===== src/rtl/rk16_inst_decode_if.sv =====
// rk16_inst_decode_if: fetch-side instruction/stage inputs and decoded fields/strobes
interface rk16_inst_decode_if;
    logic [31:0] inst;
    logic [3:0]  stage;
    logic [15:0] imm;
    logic [3:0]  opcode;
    logic [3:0]  rd;
    logic [3:0]  rs1;
    logic [3:0]  rs2;
    logic [3:0]  alu_func;
    logic        use_imm;
    logic        reg_we;
    logic        mem_re;
    logic        mem_we;
    logic        branch;
    logic        jump;
    logic        illegal;
    modport master (
        output inst, stage,
        input  imm, opcode, rd, rs1, rs2, alu_func, use_imm,
               reg_we, mem_re, mem_we, branch, jump, illegal
    );
    modport slave (
        input  inst, stage,
        output imm, opcode, rd, rs1, rs2, alu_func, use_imm,
               reg_we, mem_re, mem_we, branch, jump, illegal
    );
endinterface


===== src/rtl/rk16_inst_decode.sv =====
// rk16_inst_decode: RK16 field split and stage-qualified control strobes with held IR
module rk16_inst_decode (
    input logic             clk,
    input logic             rst_n,
    rk16_inst_decode_if.slave bus
);
    logic [31:0] ir;
    logic [31:0] src;
    logic [3:0]  op;
    logic        is_alu, is_alui, is_load, is_store, is_beqz, is_jal;
    // IR captures the fetched word in FETCH and holds it for the later stages; reset loads a NOP
    always_ff @(posedge clk) begin
        if (!rst_n)
            ir <= '0;
        else if (bus.stage == 4'd0)
            ir <= bus.inst;
    end
    // FETCH decodes the live word so fields are usable in the same cycle; later stages use IR
    always_comb begin
        src      = (bus.stage == 4'd0) ? bus.inst : ir;
        op       = src[3:0];
        is_alu   = op == 4'h1;
        is_alui  = op == 4'h2;
        is_load  = op == 4'h3;
        is_store = op == 4'h4;
        is_beqz  = op == 4'h5;
        is_jal   = op == 4'h6;
    end
    assign bus.imm      = src[31:16];
    assign bus.opcode   = op;
    assign bus.rd       = src[7:4];
    assign bus.rs1      = src[11:8];
    assign bus.rs2      = src[15:12];
    assign bus.illegal  = op > 4'h6;
    assign bus.alu_func = is_alu ? src[19:16] : is_alui ? src[15:12] : 4'h0;
    assign bus.use_imm  = is_alui | is_load | is_store | is_jal;
    assign bus.branch   = is_beqz & (bus.stage == 4'd2);
    assign bus.jump     = is_jal & (bus.stage == 4'd2);
    assign bus.mem_re   = is_load & (bus.stage == 4'd3);
    assign bus.mem_we   = is_store & (bus.stage == 4'd3);
    assign bus.reg_we   = (is_alu | is_alui | is_load | is_jal) & (bus.stage == 4'd4) & (src[7:4] != 4'h0);
endmodule


===== src/flat_wrapper.sv =====
// flat-port wrapper written by rule: the top's interface ports become plain ports
module rk16_inst_decode_flat 
  (clk, rst_n, bus_inst, bus_stage, bus_imm, bus_opcode, bus_rd, bus_rs1, bus_rs2, bus_alu_func, bus_use_imm, bus_reg_we, bus_mem_re, bus_mem_we, bus_branch, bus_jump, bus_illegal);
  rk16_inst_decode_if bus_i ();
  input logic clk;
  input logic rst_n;
  input wire logic [$bits(bus_i.inst)-1:0] bus_inst;
  input wire logic [$bits(bus_i.stage)-1:0] bus_stage;
  output wire logic [$bits(bus_i.imm)-1:0] bus_imm;
  output wire logic [$bits(bus_i.opcode)-1:0] bus_opcode;
  output wire logic [$bits(bus_i.rd)-1:0] bus_rd;
  output wire logic [$bits(bus_i.rs1)-1:0] bus_rs1;
  output wire logic [$bits(bus_i.rs2)-1:0] bus_rs2;
  output wire logic [$bits(bus_i.alu_func)-1:0] bus_alu_func;
  output wire logic [$bits(bus_i.use_imm)-1:0] bus_use_imm;
  output wire logic [$bits(bus_i.reg_we)-1:0] bus_reg_we;
  output wire logic [$bits(bus_i.mem_re)-1:0] bus_mem_re;
  output wire logic [$bits(bus_i.mem_we)-1:0] bus_mem_we;
  output wire logic [$bits(bus_i.branch)-1:0] bus_branch;
  output wire logic [$bits(bus_i.jump)-1:0] bus_jump;
  output wire logic [$bits(bus_i.illegal)-1:0] bus_illegal;
  assign bus_i.inst = bus_inst;
  assign bus_i.stage = bus_stage;
  assign bus_imm = bus_i.imm;
  assign bus_opcode = bus_i.opcode;
  assign bus_rd = bus_i.rd;
  assign bus_rs1 = bus_i.rs1;
  assign bus_rs2 = bus_i.rs2;
  assign bus_alu_func = bus_i.alu_func;
  assign bus_use_imm = bus_i.use_imm;
  assign bus_reg_we = bus_i.reg_we;
  assign bus_mem_re = bus_i.mem_re;
  assign bus_mem_we = bus_i.mem_we;
  assign bus_branch = bus_i.branch;
  assign bus_jump = bus_i.jump;
  assign bus_illegal = bus_i.illegal;
  rk16_inst_decode u_core (.clk(clk), .rst_n(rst_n), .bus(bus_i));
endmodule

===== config.mk =====
export PLATFORM = sky130hd
export DESIGN_NAME = rk16_inst_decode_flat
export DESIGN_NICKNAME = d
export VERILOG_FILES = /design/src/rtl/rk16_inst_decode_if.sv /design/src/rtl/rk16_inst_decode.sv /design/src/flat_wrapper.sv
export SDC_FILE = /design/constraint.sdc
export NUM_CORES = 1
export LEC_CHECK = 0
export ABC_AREA = 1
export CAP_MARGIN = 20
export CORE_MARGIN = 10
export CORE_UTILIZATION = 44
export CTS_BUF_LIST = sky130_fd_sc_hd__clkbuf_2 sky130_fd_sc_hd__clkbuf_4 sky130_fd_sc_hd__clkbuf_8
export CTS_CLUSTER_DIAMETER = 150
export DETAILED_ROUTE_END_ITERATION = 10
export PLACE_DENSITY = 0.87
export SKIP_CTS_REPAIR_TIMING = 1
export SYNTH_ARGS = -nofsm -noshare
export SYNTH_HDL_FRONTEND = slang
export SYNTH_SLANG_ARGS = --single-unit

===== constraint.sdc =====
create_clock -name clk -period 3.5 [get_ports clk]
set_input_delay 0.875 -clock clk [delete_from_list [all_inputs] [get_ports clk]]
set_output_delay 0.875 -clock clk [all_outputs]
set_load 0.005 [all_outputs]

==> results.json <==
{
  "die_x_um": 80.7,
  "p_seq_share_pct": 41.3,
  "pwr-share-clk_pct": 37.8,
  "slew_headroom_pct": 34.7,
  "antenna_found_initial": 0,
  "hp-class": "reg -> reg",
  "tightest_slew_ns": 0.978,
  "synthTopCellsByCount": "59 x nand2_1, 37 x inv_1, 32 x dfxtp_1",
  "rows": 21,
  "status": "finished clean",
  "synth_seq_area_share_pct": 39.5,
  "drc": 0,
  "p_switching_mw": 0.217,
  "gp_congestion": 0.858,
  "reg_top3": "u_core.ir: 32 flops",
  "internal_power_mw": 0.697,
  "fmax_ghz": 0.290,
  "yosys.area_share.simple_pct": 36.7,
  "grt_pass1_wl_mm": 8.17,
  "vdd_drop_max_v": 0.000278,
  "synth.area.mux_share_pct": 0,
  "power_frac_comb_pct": 20.9,
  "first_pass_iters": 6,
  "drive_gt1_share_pct": 18.4,
  "antenna_left": 0,
  "initial_core_util_pct": 47.1,
  "largest_reg_flops": 32,
  "synth-seq-cells": 32,
  "area_delta_synth_final_pct": 75.3,
  "grt_pass1_vias": 1817,
  "final_max_slew_viol_count": 0,
  "hold_slack_ns": 0.470,
  "initialDrtViolationCount": 76,
  "clock-sinks": 32,
  "vias": 1922,
  "setup_violations": 0,
  "fp.coreArea_um2": 3440,
  "clk_latency_ns": 0.28,
  "avgSynthCellArea_um2": 6.67,
  "synth_edf_count": 0,
  "maxCapViolations": 0,
  "path_class": "in -> out",
  "dp_hpwl_mm": 4.06,
  "powerDensity_nw_per_um2": 322,
  "postLayoutCoreUtil_pct": 82.5,
  "worst_ep_required_time_ns": 2.62,
  "cts-buffers-inserted": 5,
  "clock_skew_ns": 0,
  "yosysWarningCount": 0,
  "synth_xor_area_share_pct": 0,
  "finalCritPeriodShare_pct": 98.4,
  "synth_compound_area_share_pct": 8.96,
  "viasPerCell": 4.75,
  "wl_mm": 5.49,
  "switching_share_pct": 23.7,
  "yosysMostFrequentCell": "nand2_1",
  "clockBufferDepth": 2,
  "yosys-top-cells-area": "dfxtp_1 40%, nand2_1 14%, inv_1 8.6%",
  "ios": 81,
  "synth_top_area_share_pct": 39.5,
  "wl_per_cell_um": 13.6,
  "largest-register": "u_core.ir",
  "arrival_ns": 2.57,
  "num-fill-cells": 215,
  "yosys.area_share.adder_pct": 0,
  "yosysTopAreaCell": "dfxtp_1",
  "p_leak_nw": 1.46,
  "dieArea_um2": 6510,
  "diodes": 0,
  "grt_util_all_layers_pct": 15.5,
  "cts.htree.levels": 2,
  "synth_top_family_by_area": "simple AND/OR/NAND/NOR gates",
  "hold_violations": 0,
  "ys_types": 20,
  "tritoncts": "built",
  "synth-main-ff-cell": "dfxtp_1",
  "postSynthCellCount": 243,
  "async_flop_share_pct": 0,
  "syn_area_um2": 1620,
  "clk_pin_slew_ns": 0.07,
  "cts-root-buf": "clkbuf_8",
  "synth_fp_nets": 281,
  "startpoint_type": "input port",
  "grt_max_degree": 33,
  "crit_path_max_fanout": 5,
  "layout.nets": 396,
  "worst_setup_path_end_kind": "output pin",
  "gr-total-overflow": 0,
  "die_h_um": 80.7,
  "numPortBuffers": 80,
  "period_needed_ns": 3.44
}
## cell usage in the layout, fill, tap and decap left out
cell type         n
or2_0             1
nand2_4           2
nand3b_1          3
buf_4            36
inv_1            37
clkdlybuf4s50_1  75
nand2_2           6
clkinvlp_4        1
nor2_4            5
dfxtp_1          32
inv_2             3
clkinv_2          1
dlymetal6s2s_1    5
a21oi_1          13
nor3b_2           1
nor2_1           28
nand3_1          25
nor2_2            2
nand2_1          58
o21ai_0           6
buf_6             3
bufinv_16         1
o21ai_1          10
clkbuf_8          5
## per-layer routing
metal | part of all wire [%] | track usage, % | vias to the layer above
li1 | - | - | 972
met1 | 38 | 15.0 | 865
met2 | 52 | 28.7 | 76
met3 | 8.0 | 5.57 | 9
met4 | 1.8 | 6.75 | 0
met5 | 0 | 0 | -
## critical path, cell delays in order
cell             delay (ns)
clkdlybuf4s50_1        0.51
nand3b_1               0.13
nand2_2                0.08
buf_4                  0.14
nor2_2                 0.15
nor2_1                 0.05
nor2_1                 0.10
clkdlybuf4s50_1        0.53
## worst paths after layout
check,startpoint,to,slack (ns),depth (start not counted)
worst max-delay path,bus_inst[0],bus_illegal,0.06,8
worst min-delay path,u_core.ir[17],u_core.ir[17],0.47,2
worst max register to register,u_core.ir[0],u_core.ir[0],2.55,6
worst min register to register,u_core.ir[17],u_core.ir[17],0.47,2
## stage by stage
step / setup slack, ns / setup TNS, ns / total power [mW] / area (µm²) / instances
2_1_floorplan: 0.894 / 0 / 0.454 / 1620 / 243
3_3_place_gp: -0.173 / -1.29 / 0.564 / 2650 / 392
3_5_place_dp: -0.202 / -1.77 / 0.568 / 2650 / 392
4_1_cts: -0.207 / -1.88 / 0.915 / 2760 / 400
5_1_grt: -0.00271 / -0.00271 / 0.953 / 2840 / 405
6_report: 0.0554 / 0 / 0.914 / 2840 / 405
## power groups by stage
| stage | sequential (mW) | combinational, mW | clock (mW) |
|---|---|---|---|
| 2_1_floorplan | 0.385 | 0.0688 | 0 |
| 3_3_place_gp | 0.385 | 0.179 | 0 |
| 3_5_place_dp | 0.386 | 0.182 | 0 |
| 4_1_cts | 0.378 | 0.184 | 0.353 |
| 5_1_grt | 0.378 | 0.209 | 0.366 |
| 6_report | 0.378 | 0.191 | 0.345 |
## area by class of cell
type                    instances  area [µm²]  share of cell area, %
clock buffers                   5        68.8                   2.42
multi-input cells             160         763                   26.9
clock inverters                 3        42.5                   1.50
well taps                      46        57.6                   2.03
flip-flops and latches         32         641                   22.6
repair buffers                119        1120                   39.3
inverters                      40         150                   5.29
## cells by family after synthesis
kind of cell / after synthesis
AND/OR/NAND/NOR: 130
flip-flops: 32
buffers and inverters: 52
AO/OA/AOI/OAI: 29
Note: power is estimated with default switching activity, not from simulation.
